[config.mk]
export PLATFORM = sky130hd
export DESIGN_NAME = lsu_mem_stage_flat
export DESIGN_NICKNAME = d
export VERILOG_FILES = /design/src/rtl/lsu_pkg.sv /design/src/rtl/lsu_if.sv /design/src/rtl/lsu_load_align.sv /design/src/rtl/lsu_mem_stage.sv /design/src/flat_wrapper.sv
export SDC_FILE = /design/constraint.sdc
export NUM_CORES = 1
export LEC_CHECK = 0
export BUFFER_PORTS_ARGS = -buffer_cell sky130_fd_sc_hd__buf_2
export CORE_ASPECT_RATIO = 1.2
export CORE_MARGIN = 2
export CORE_UTILIZATION = 45
export CTS_CLUSTER_SIZE = 30
export DETAILED_ROUTE_END_ITERATION = 7
export PLACE_DENSITY = 0.78
export SLEW_MARGIN = 20
export SYNTH_ARGS = -nofsm -noshare
export SYNTH_HDL_FRONTEND = slang
export SYNTH_SLANG_ARGS = --single-unit
[constraint.sdc]
create_clock -name i_clk -period 5.4 [get_ports i_clk]
set_clock_uncertainty 0.15 [all_clocks]
set_input_delay 1.08 -clock i_clk [delete_from_list [all_inputs] [get_ports i_clk]]
set_output_delay 1.08 -clock i_clk [all_outputs]
set_load 0.05 [all_outputs]
[src/rtl/lsu_pkg.sv]
// ============================================================================
// Module      : lsu_pkg
// Description : Shared types, funct3 codes and lane helpers for the MEM-stage LSU.
// Revision    : 1.0 - initial release
// ============================================================================
`default_nettype none

package lsu_pkg;

    typedef enum logic [1:0] {
        ST_IDLE   = 2'd0,
        ST_REQ    = 2'd1,
        ST_WAIT_R = 2'd2,
        ST_DONE   = 2'd3
    } lsu_state_e;

    localparam logic [2:0] LB  = 3'b000;
    localparam logic [2:0] LH  = 3'b001;
    localparam logic [2:0] LW  = 3'b010;
    localparam logic [2:0] LBU = 3'b100;
    localparam logic [2:0] LHU = 3'b101;
    localparam logic [2:0] SB  = 3'b000;
    localparam logic [2:0] SH  = 3'b001;
    localparam logic [2:0] SW  = 3'b010;

    function automatic logic [3:0] be_gen(input logic [2:0] funct3, input logic [1:0] off);
        case (funct3)
            LB, LBU: be_gen = 4'b0001 << off;
            LH, LHU: be_gen = 4'b0011 << off;
            default: be_gen = 4'b1111;
        endcase
    endfunction

    function automatic logic [31:0] wdata_gen(input logic [2:0] funct3, input logic [31:0] data);
        case (funct3)
            SB:      wdata_gen = {4{data[7:0]}};
            SH:      wdata_gen = {2{data[15:0]}};
            default: wdata_gen = data;
        endcase
    endfunction

    // Unsupported width code, or an address not aligned to the access size.
    function automatic logic access_illegal(input logic is_store, input logic [2:0] funct3,
                                            input logic [1:0] off);
        logic bad_f3;
        logic bad_al;
        if (is_store)
            bad_f3 = !(funct3 == SB || funct3 == SH || funct3 == SW);
        else
            bad_f3 = !(funct3 == LB || funct3 == LH || funct3 == LW ||
                       funct3 == LBU || funct3 == LHU);
        case (funct3[1:0])
            2'b01:   bad_al = off[0];
            2'b10:   bad_al = (off != 2'b00);
            default: bad_al = 1'b0;
        endcase
        access_illegal = bad_f3 | bad_al;
    endfunction

endpackage

`default_nettype wire

[src/rtl/lsu_if.sv]
// ============================================================================
// Module      : lsu_if
// Description : Data-memory request/grant/response bus between LSU and memory.
// Revision    : 1.0 - initial release
// ============================================================================
`default_nettype none

interface lsu_if #(
    parameter int AW = 32
);
    logic          dmem_req_o;
    logic          dmem_we_o;
    logic [AW-1:0] dmem_addr_o;
    logic [3:0]    dmem_be_o;
    logic [31:0]   dmem_wdata_o;
    logic          dmem_gnt_i;
    logic          dmem_rvalid_i;
    logic [31:0]   dmem_rdata_i;

    modport master (
        output dmem_req_o, dmem_we_o, dmem_addr_o, dmem_be_o, dmem_wdata_o,
        input  dmem_gnt_i, dmem_rvalid_i, dmem_rdata_i
    );

    modport slave (
        input  dmem_req_o, dmem_we_o, dmem_addr_o, dmem_be_o, dmem_wdata_o,
        output dmem_gnt_i, dmem_rvalid_i, dmem_rdata_i
    );
endinterface

`default_nettype wire

[src/rtl/lsu_load_align.sv]
// ============================================================================
// Module      : lsu_load_align
// Description : Extracts the addressed byte/half/word and sign- or zero-extends it.
// Revision    : 1.0 - initial release
// ============================================================================
`default_nettype none

module lsu_load_align
    import lsu_pkg::*;
(
    input  logic [31:0] word_i,
    input  logic [2:0]  funct3_i,
    input  logic [1:0]  off_i,
    output logic [31:0] data_o
);

    logic [7:0]  w_byte;
    logic [15:0] w_half;

    always_comb begin
        w_byte = word_i[7:0];
        case (off_i)
            2'd1:    w_byte = word_i[15:8];
            2'd2:    w_byte = word_i[23:16];
            2'd3:    w_byte = word_i[31:24];
            default: w_byte = word_i[7:0];
        endcase
        w_half = off_i[1] ? word_i[31:16] : word_i[15:0];

        case (funct3_i)
            LB:      data_o = {{24{w_byte[7]}}, w_byte};
            LBU:     data_o = {24'd0, w_byte};
            LH:      data_o = {{16{w_half[15]}}, w_half};
            LHU:     data_o = {16'd0, w_half};
            default: data_o = word_i;
        endcase
    end

endmodule

`default_nettype wire

[src/rtl/lsu_mem_stage.sv]
// ============================================================================
// Module      : lsu_mem_stage
// Description : MEM-stage load/store unit: dmem handshake, stall, load alignment.
// Revision    : 1.0 - initial release
// ============================================================================
`default_nettype none

module lsu_mem_stage
    import lsu_pkg::*;
#(
    parameter int AW = 32
) (
    input  logic          i_clk,
    input  logic          i_rst,
    input  logic          mem_rd_i,
    input  logic          mem_wr_i,
    input  logic [2:0]    funct3_i,
    input  logic [AW-1:0] addr_i,
    input  logic [31:0]   st_data_i,
    input  logic          flush_i,
    lsu_if.master         dmem,
    output logic [31:0]   ld_data_o,
    output logic          ld_valid_o,
    output logic          stall_o,
    output logic          misalign_o
);

    lsu_state_e    r_state;
    lsu_state_e    w_next;
    logic          r_req;
    logic          r_we;
    logic [AW-1:0] r_addr;
    logic [3:0]    r_be;
    logic [31:0]   r_wdata;
    logic [2:0]    r_funct3;
    logic [1:0]    r_off;
    logic          r_flushed;
    logic [31:0]   r_ld_data;
    logic          r_ld_valid;

    logic          w_op;
    logic          w_illegal;
    logic          w_launch;
    logic [31:0]   w_aligned;

    assign w_op      = mem_rd_i | mem_wr_i;
    assign w_illegal = access_illegal(mem_wr_i, funct3_i, addr_i[1:0]);
    assign w_launch  = (r_state == ST_IDLE) && (w_next == ST_REQ);

    lsu_load_align u_align (
        .word_i   (dmem.dmem_rdata_i),
        .funct3_i (r_funct3),
        .off_i    (r_off),
        .data_o   (w_aligned)
    );

    always_ff @(posedge i_clk or posedge i_rst) begin
        if (i_rst)
            r_state <= ST_IDLE;
        else
            r_state <= w_next;
    end

    // Launch is gated by reset so nothing stalls or flags while reset is held.
    always_comb begin
        w_next     = r_state;
        stall_o    = 1'b0;
        misalign_o = 1'b0;
        case (r_state)
            ST_IDLE: begin
                if (w_op && !flush_i && !i_rst) begin
                    if (w_illegal) begin
                        misalign_o = 1'b1;
                    end else begin
                        stall_o = 1'b1;
                        w_next  = ST_REQ;
                    end
                end
            end
            ST_REQ: begin
                stall_o = 1'b1;
                if (dmem.dmem_gnt_i)
                    w_next = r_we ? ST_DONE : ST_WAIT_R;
                else if (flush_i)
                    w_next = ST_IDLE;
            end
            ST_WAIT_R: begin
                stall_o = 1'b1;
                if (dmem.dmem_rvalid_i)
                    w_next = ST_DONE;
            end
            ST_DONE: w_next = ST_IDLE;
            default: w_next = ST_IDLE;
        endcase
    end

    always_ff @(posedge i_clk or posedge i_rst) begin
        if (i_rst) begin
            r_req      <= 1'b0;
            r_we       <= 1'b0;
            r_addr     <= '0;
            r_be       <= 4'd0;
            r_wdata    <= 32'd0;
            r_funct3   <= 3'd0;
            r_off      <= 2'd0;
            r_flushed  <= 1'b0;
            r_ld_data  <= 32'd0;
            r_ld_valid <= 1'b0;
        end else begin
            r_ld_valid <= 1'b0;
            case (r_state)
                ST_IDLE: begin
                    if (w_launch) begin
                        r_req     <= 1'b1;
                        r_we      <= mem_wr_i;
                        r_addr    <= {addr_i[AW-1:2], 2'b00};
                        r_be      <= be_gen(funct3_i, addr_i[1:0]);
                        r_wdata   <= wdata_gen(funct3_i, st_data_i);
                        r_funct3  <= funct3_i;
                        r_off     <= addr_i[1:0];
                        r_flushed <= 1'b0;
                    end
                end
                ST_REQ: begin
                    if (dmem.dmem_gnt_i || flush_i)
                        r_req <= 1'b0;
                    // A flush coinciding with the grant cannot cancel a committed access.
                    if (dmem.dmem_gnt_i && flush_i)
                        r_flushed <= 1'b1;
                end
                ST_WAIT_R: begin
                    if (flush_i)
                        r_flushed <= 1'b1;
                    if (dmem.dmem_rvalid_i) begin
                        r_ld_data  <= w_aligned;
                        r_ld_valid <= !(r_flushed || flush_i);
                    end
                end
                default: ;
            endcase
        end
    end

    assign dmem.dmem_req_o   = r_req;
    assign dmem.dmem_we_o    = r_we;
    assign dmem.dmem_addr_o  = r_addr;
    assign dmem.dmem_be_o    = r_be;
    assign dmem.dmem_wdata_o = r_wdata;
    assign ld_data_o         = r_ld_data;
    assign ld_valid_o        = r_ld_valid;

endmodule

`default_nettype wire

[src/flat_wrapper.sv]
// flat-port wrapper written by rule: the top's interface ports become plain ports
module lsu_mem_stage_flat import lsu_pkg::*;
#(
    parameter int AW = 32
)
  (i_clk, i_rst, mem_rd_i, mem_wr_i, funct3_i, addr_i, st_data_i, flush_i, ld_data_o, ld_valid_o, stall_o, misalign_o, dmem_dmem_req_o, dmem_dmem_we_o, dmem_dmem_addr_o, dmem_dmem_be_o, dmem_dmem_wdata_o, dmem_dmem_gnt_i, dmem_dmem_rvalid_i, dmem_dmem_rdata_i);
  lsu_if #(.AW(AW)) dmem_i ();
  input  logic i_clk;
  input  logic i_rst;
  input  logic mem_rd_i;
  input  logic mem_wr_i;
  input  logic [2:0] funct3_i;
  input  logic [AW-1:0] addr_i;
  input  logic [31:0] st_data_i;
  input  logic flush_i;
  output logic [31:0] ld_data_o;
  output logic ld_valid_o;
  output logic stall_o;
  output logic misalign_o;
  output wire logic [$bits(dmem_i.dmem_req_o)-1:0] dmem_dmem_req_o;
  output wire logic [$bits(dmem_i.dmem_we_o)-1:0] dmem_dmem_we_o;
  output wire logic [$bits(dmem_i.dmem_addr_o)-1:0] dmem_dmem_addr_o;
  output wire logic [$bits(dmem_i.dmem_be_o)-1:0] dmem_dmem_be_o;
  output wire logic [$bits(dmem_i.dmem_wdata_o)-1:0] dmem_dmem_wdata_o;
  input wire logic [$bits(dmem_i.dmem_gnt_i)-1:0] dmem_dmem_gnt_i;
  input wire logic [$bits(dmem_i.dmem_rvalid_i)-1:0] dmem_dmem_rvalid_i;
  input wire logic [$bits(dmem_i.dmem_rdata_i)-1:0] dmem_dmem_rdata_i;
  assign dmem_dmem_req_o = dmem_i.dmem_req_o;
  assign dmem_dmem_we_o = dmem_i.dmem_we_o;
  assign dmem_dmem_addr_o = dmem_i.dmem_addr_o;
  assign dmem_dmem_be_o = dmem_i.dmem_be_o;
  assign dmem_dmem_wdata_o = dmem_i.dmem_wdata_o;
  assign dmem_i.dmem_gnt_i = dmem_dmem_gnt_i;
  assign dmem_i.dmem_rvalid_i = dmem_dmem_rvalid_i;
  assign dmem_i.dmem_rdata_i = dmem_dmem_rdata_i;
  lsu_mem_stage #(.AW(AW)) u_core (.i_clk(i_clk), .i_rst(i_rst), .mem_rd_i(mem_rd_i), .mem_wr_i(mem_wr_i), .funct3_i(funct3_i), .addr_i(addr_i), .st_data_i(st_data_i), .flush_i(flush_i), .dmem(dmem_i), .ld_data_o(ld_data_o), .ld_valid_o(ld_valid_o), .stall_o(stall_o), .misalign_o(misalign_o));
endmodule
==> results.ini, run 1 <==
[drt]
antenna_left=0
drt_iter0_drc=215
vias=4476
drcViolationCount=0
via_per_inst=5.27
dr.pass1.iters=5
wl_per_cell_um=16.6
totalWireLength_mm=14.1

[floorplan]
ioPinCount=211
die_x_um=103
initial_utilization=0.459
rows=43
die_area_um2=12600
die_y_um=122
core_area_um2=11500

[synthesis]
synth_area_um2=5260
synth_cell_types=38
synthArstFlopShare=1.00
synth_top_area_cell=dfrtp_1
yosys.cell_count.top_type=dfrtp_1
yosys_warnings=0
synth-edff-count=0
yosys_register_bits=109
postSynthAreaPerCell_um2=10.6
ys.flop_type=dfrtp_1
yosysSeqAreaShare=0.519
synthTopCellsByCount=dfrtp_1, nand2_1, o21ai_0
syn_inst=498
netlist.area_leader.share=0.519
synth_area_leaders=dfrtp_1, mux2_4, o21ai_0, nand2_1, a21oi_1

[layout]
area.growth.synth_to_final_pct=26.6
antenna-diode-count=0
fillers=1039
final_layout_size_suffix_gt1_frac=0.399
multi_input_area_um2=2300
ff_latch_area_um2=2730
fin_area_um2=6660
nets=802
fin_cells=849

[worst_setup_path]
worstSetupStartpointType=primary input
worst-path-max-fanout=14
critical_path_class=primary input to output pin
crit_path_end_kind=output pin
cp_data_required_time_ps=4170
arrival_ps=2870

[place]
dp_hpwl_mm=10.6
dpl-instance-area_um2=6370
place_congestion=0.907
io_buffer_count=208
place_inst=834
post-place-ws_ps=1040

[timing]
fin_ws_ps=1300
period_minus_slack_ps=4100
slew_headroom=0.339
worstMarginPinSlew_ps=991
final-hold-violation-count=0
holdWs_ps=277
fmax_mhz=244
tns_ps=0
finalSetupViolations=0
fin_crit_sh=0.759
drv_slew=0
rsz0062_at_grt=no

[clock_tree]
cts.sinks=109
cts_resized=0
cts_buffer_depth=2
worstSkewPairLatency_ps=340
cts_tree=built
postCtsHoldBufs=0
clk_pin_slew_worst_paths_ps=70
cts-root-buf=clkbuf_16
cts_setup_buffers=0
numCtsBuffers=9
h-tree-depth=3

[grt]
grt_antenna_before_repair=0
overflow=0
grt_max_degree=87
grt.total_usage=0.222
grt_pass1_wl_mm=21.5
first_global_vias=4355

[flow_run]
drv_cap=0

[hold_path]
min_path_type=flop to flop

[power_and_ir_drop]
power.density_nw_per_um2=792
power_leakage_nw=3.53
vdd_ir_drop_max_v=0.000421

[outcome]
outcome=finished, final reports clean

[layout by cell type, fill, tap and decap left out, types with 3 or more instances in the layout]
cell	n
nand2_1	71
buf_2	208
o21ai_0	56
mux2_4	43
a21oi_1	32
mux2i_1	12
ha_1	8
a31oi_1	5
o21a_1	6
nand3_1	6
a221oi_1	4
a22oi_1	20
nand2b_1	3
nor2_1	37
inv_1	17
nor2b_1	3
a21o_1	6
o22ai_1	3
clkinv_2	3
clkbuf_16	9
inv_6	3
dfrtp_1	109
nor3_1	3
[final cells by class]
type | instances | area share
Multi-Input combinational cell | 338 | 0.345
Tap cell | 157 | 0.0295
Clock buffer | 9 | 0.0338
Clock inverter | 6 | 0.00939
Inverter | 19 | 0.0115
Timing Repair Buffer | 211 | 0.162
Sequential cell | 109 | 0.410
[sequential cells by signal, summed over array words and instances (netlist names)]
| name | cells |
|---|---|
| u_core.dmem.dmem_we_o | 1 |
| u_core.ld_valid_o | 1 |
| u_core.ld_data_o | 32 |
| u_core.dmem.dmem_be_o | 4 |
| u_core.r_state | 2 |
| u_core.r_off | 2 |
| u_core.dmem.dmem_req_o | 1 |
| u_core.r_funct3 | 3 |
| u_core.dmem.dmem_addr_o | 30 |
| u_core.r_flushed | 1 |
| u_core.dmem.dmem_wdata_o | 32 |
[through the flow]
step                       util  total power, mW
after floorplan               -             3.96
after global placement    0.554             4.54
after detailed placement  0.556             4.65
after CTS                 0.581             5.31
after global routing      0.581             5.57
final                     0.581             5.28
[path summary, 6_finish.rpt]
kind,from,depth (start not counted),slack [ps],end
worst max-delay path,funct3_i[1],9,1300,stall_o
min in group asynchronous,i_rst,2,770,u_core.dmem.dmem_wdata_o[24]
worst min register to register,u_core.r_flushed,1,280,u_core.ld_valid_o
max in group asynchronous,i_rst,3,3510,u_core.r_off[1]
worst min-delay path,u_core.r_flushed,1,280,u_core.ld_valid_o
worst max register to register,u_core.r_state[0],9,1890,u_core.dmem.dmem_wdata_o[13]
[routing by layer]
layer / vias to the layer above / wire length [µm] / part of all wire / track usage
met3: 25 / 1020 / 0.073 / 0.0513
met4: 0 / 334 / 0.024 / 0.0825
li1: 2106 / - / - / -
met5: - / 0 / 0 / 0
met2: 215 / 7130 / 0.51 / 0.384
met1: 2130 / 5570 / 0.40 / 0.267
[report_power, final]
group | internal, mW | switching [mW]
Clock | 0.358 | 0.294
Combinational | 0.977 | 2.13
Sequential | 1.22 | 0.291
Total | 2.56 | 2.72
[logic make-up (layout without fill, tap and decap cells)]
logic type,count (synthesis),after routing,share of synthesized area
buf+inv,52,245,0.0466
mux,58,58,0.154
fa+ha+maj,8,8,0.0190
flops,109,109,0.519
compound gates,139,139,0.158
other cells,1,2,0.000713
simple gates,131,131,0.103
[critical path: stages]
cell and delay [ps]:
buf_2 90, inv_1 60, ha_1 340, or2_2 390
o21ai_0 330, nor2_1 120, a31oi_1 190, nor2_1 60
buf_2 210
Power figures use the tool's default switching activity.
==> inputs of run 2 (changes only) <==
==> constraint.sdc (replaced) <==
create_clock -name i_clk -period 4.05 [get_ports i_clk]
set_clock_uncertainty 0.15 [all_clocks]
set_input_delay 0.81 -clock i_clk [delete_from_list [all_inputs] [get_ports i_clk]]
set_output_delay 0.81 -clock i_clk [all_outputs]
set_load 0.05 [all_outputs]
==> results.ini, run 2 (synthesized netlist as in run 1, its figures left out) <==
[clock_tree]
cts_buffer_depth=2
cts-root-buf=clkbuf_16
cts_resized=0
cts_setup_buffers=0
worstSkewPairLatency_ps=330
numCtsBuffers=9
cts.sinks=109
cts_tree=built
clk_pin_slew_worst_paths_ps=70
postCtsHoldBufs=0
h-tree-depth=3

[layout]
ff_latch_area_um2=2730
nets=802
final_common_cell=buf_2
final_layout_size_suffix_gt1_frac=0.397
antenna-diode-count=0
multi_input_area_um2=2290
final_cell_mix=buf_2, dfrtp_1, nand2_1
final_util=0.581
fillers=1053
area.growth.synth_to_final_pct=26.7

[drt]
dr.pass1.iters=5
antenna_left=0
via_per_inst=5.23
drt_iter0_drc=120
wl_per_cell_um=16.0
drcViolationCount=0
vias=4445
totalWireLength_mm=13.6

[timing]
rsz0062_at_grt=no
final-hold-violation-count=0
fin_crit_sh=0.881
period_minus_slack_ps=3570
fmax_mhz=280
finalSetupViolations=0
worstMarginPinSlew_ps=982
slew_headroom=0.345
tns_ps=0
drv_slew=0

[worst_setup_path]
ff2ff_path_depth=8
setup.worst_path.start=funct3_i[1]
worstSetupStartpointType=primary input
crit_path_end_kind=output pin
rr_endpoint=u_core.dmem.dmem_be_o[2]
critical_path_class=primary input to output pin
cp_data_required_time_ps=3090
r2r_start=u_core.r_state[0]
worst-path-max-fanout=14
reg2reg_slack_ps=840
arrival_ps=2610

[grt]
grt_max_degree=102
overflow=0
first_global_vias=4338
grt_antenna_before_repair=1
grt.total_usage=0.217
grt_pass1_wl_mm=21.3

[place]
dp_hpwl_mm=10.2
io_buffer_count=208
place_congestion=0.890

[hold_path]
min_from=u_core.r_flushed
hold_depth=1
holdPathEnd=u_core.ld_valid_o
min_path_type=flop to flop

[floorplan]
die_y_um=122
ioPinCount=211
core_area_um2=11500
die_x_um=103
die_area_um2=12600
rows=43
initial_utilization=0.459

[power_and_ir_drop]
vdd_ir_drop_max_v=0.000561
power_leakage_nw=3.53
power.density_nw_per_um2=1050

[flow_run]
drv_cap=0

[outcome]
outcome=finished, final reports clean

[run 2: changes by cell type in the layout (fill, tap and decap cells not counted)]
cell / previous run / this run
nor2_1: 37 / 38
clkbuf_1: 0 / 1
nor2_2: 1 / 0
inv_6: 3 / 2
clkinv_4: 0 / 1
[run 2: how the worst max path moves through the flow]
| stage | end | slack (ps) | cells after the start |
|---|---|---|---|
| global placement | u_core.dmem.dmem_be_o[2] | 430 | 10 |
| global route | stall_o | 280 | 9 |
| CTS | stall_o | 510 | 9 |
| detailed placement | u_core.dmem.dmem_be_o[2] | 280 | 10 |
| finish | stall_o | 480 | 9 |
| floorplan | u_core.dmem.dmem_addr_o[10] | 220 | 1 |
[run 2: per-stage QoR]
| stage | setup WS [ps] | power (mW) | cell area [µm²] | instances | hold slack (ps) |
|---|---|---|---|---|---|
| finish | 483 | 7.00 | 6660 | 850 | 294 |
| CTS | 507 | 7.04 | 6660 | 850 | 295 |
| floorplan | 216 | 5.28 | 5260 | 499 | 254 |
| detailed placement | 276 | 6.16 | 6370 | 834 | 283 |
| global placement | 431 | 6.05 | 6370 | 834 | 273 |
| global route | 283 | 7.41 | 6660 | 850 | 321 |
[run 2: cell type report]
cell class                 count  area share
sequential                   109       0.409
clock buffer                  10      0.0344
inverter                      19      0.0115
multi-input combinational    338       0.344
timing repair buffer         211       0.162
tap                          157      0.0295
clock inverter                 6     0.00939
[run 2: where the power goes]
part	internal [mW]	switching, mW	total [mW]
Clock	0.480	0.384	0.864
Combinational	1.29	2.83	4.12
Sequential	1.63	0.381	2.01
Total	3.40	3.59	7.00
[run 2: critical path, stage by stage]
cell	delay, ps
buf_2	90
inv_1	60
ha_1	330
or2_2	380
o21ai_0	330
nor2_1	130
a31oi_1	190
nor2_1	60
buf_2	210
[run 2: metal layers]
metal,global-route usage,wire [µm],vias up
met5,0,13,-
met4,0.0650,261,2
met3,0.0473,1020,18
met2,0.380,7000,193
met1,0.266,5310,2127
li1,-,-,2105
==> inputs of run 3 (changes only) <==
--- a/config.mk
+++ b/config.mk
@@ -5,7 +5,7 @@
 export SDC_FILE = /design/constraint.sdc
 export NUM_CORES = 1
 export LEC_CHECK = 0
-export BUFFER_PORTS_ARGS = -buffer_cell sky130_fd_sc_hd__buf_2
+export BUFFER_PORTS_ARGS = -buffer_cell sky130_fd_sc_hd__buf_4
 export CORE_ASPECT_RATIO = 1.2
 export CORE_MARGIN = 2
 export CORE_UTILIZATION = 45
==> results.ini, run 3 (synthesized netlist as in run 1, its figures left out) <==
[grt]
overflow=0
grt_pass1_wl_mm=22.0
grt_antenna_before_repair=0
grt_max_degree=70
first_global_vias=4544
grt.total_usage=0.225

[timing]
slew_headroom=0.386
holdWs_ps=280
finalSetupViolations=0
fmax_mhz=293
final-hold-violation-count=0
period_minus_slack_ps=3410
drv_slew=0
tns_ps=0
fin_crit_sh=0.842
worstMarginPinSlew_ps=920
rsz0062_at_grt=no

[place]
io_buffer_count=208
place_inst=838
dp_hpwl_mm=10.7
place_congestion=0.889
dpl-instance-area_um2=6910

[floorplan]
ioPinCount=211
initial_utilization=0.459
core_area_um2=11500
die_x_um=103
die_y_um=122
rows=43
die_area_um2=12600

[worst_setup_path]
worstSetupStartpointType=primary input
cp_data_required_time_ps=3090
arrival_ps=2450
crit_path_end_kind=output pin
rr_endpoint=u_core.dmem.dmem_addr_o[13]
critical_path_class=primary input to output pin
reg2reg_slack_ps=830
worst-path-max-fanout=6
ff2ff_path_depth=7
r2r_start=u_core.r_state[0]

[clock_tree]
cts-root-buf=clkbuf_16
cts_tree=built
h-tree-depth=3
worstSkewPairLatency_ps=340
cts_buffer_depth=2
cts_resized=0
cts_setup_buffers=0
cts.sinks=109
clk_pin_slew_worst_paths_ps=70
numCtsBuffers=9
postCtsHoldBufs=0

[layout]
antenna-diode-count=0
final_cell_mix=buf_4, dfrtp_1, nand2_1
final_common_cell=buf_4
nets=806
final_util=0.635
final_layout_size_suffix_gt1_frac=0.402
area.growth.synth_to_final_pct=38.4
fin_cells=854
fin_area_um2=7280

[drt]
via_per_inst=5.23
drt_iter0_drc=215
totalWireLength_mm=14.2
vias=4463
dr.pass1.iters=4
wl_per_cell_um=16.6
antenna_left=0
drcViolationCount=0

[outcome]
outcome=finished, final reports clean

[flow_run]
drv_cap=0

[power_and_ir_drop]
power_leakage_nw=3.74
power.density_nw_per_um2=1040
vdd_ir_drop_max_v=0.000601

[hold_path]
min_from=u_core.r_flushed
hold_depth=1
holdPathEnd=u_core.ld_valid_o
min_path_type=flop to flop

## run 3: changes by cell type in the layout (fill, tap and decap cells not counted), moves of 3 or more
cell / previous run / this run
bufinv_16: 1 / 4
buf_4: 2 / 215
buf_2: 208 / 0
clkinv_2: 3 / 0
## run 3: how the worst max path moves through the flow
stage / start / to / slack (ps) / depth (start not counted)
2_1_floorplan: i_rst / u_core.dmem.dmem_addr_o[10] / 220 / 1
4_1_cts: funct3_i[0] / stall_o / 680 / 9
5_1_grt: funct3_i[0] / stall_o / 580 / 9
6_report: funct3_i[0] / stall_o / 640 / 9
3_5_place_dp: funct3_i[0] / u_core.dmem.dmem_we_o / 530 / 9
3_3_place_gp: funct3_i[0] / u_core.dmem.dmem_we_o / 660 / 9
## run 3: power by group
group / total, mW / internal, mW / switching [mW] / leakage, nW
clock: 1.08 / 0.670 / 0.405 / 0.176
combinational: 4.44 / 1.60 / 2.84 / 2.25
sequential: 2.04 / 1.63 / 0.406 / 1.31
## run 3: area by class of cell
class	count	area (µm²)
flip-flops and latches	109	2730
well taps	157	196
inverters	19	73.8
multi-input cells	338	2290
fillers	948	4180
repair buffers	215	1610
clock inverters	7	145
clock buffers	9	225
## run 3: layer usage
metal  share of wire  vias to the layer above  wire length [µm]  global-route usage
li1                -                     2113                 -                   -
met3           0.076                       16              1080              0.0587
met4           0.015                        0               212              0.0675
met2            0.52                      170              7440               0.390
met5               0                        -                 0                   0
met1            0.39                     2164              5490               0.273
## run 3: per-stage QoR
stage | worst slack [ps] | total power [mW]
after global placement | 661 | 6.40
after global routing | 583 | 7.96
after detailed placement | 533 | 6.52
final | 640 | 7.55
after floorplan | 216 | 5.28
after CTS | 676 | 7.60
## run 3: critical path, stage by stage
cell and delay [ps]:
buf_4 90, inv_1 60, ha_1 200, or2_2 350
o21ai_0 370, nor2_1 120, a31oi_1 190, nor2_1 60
buf_4 190
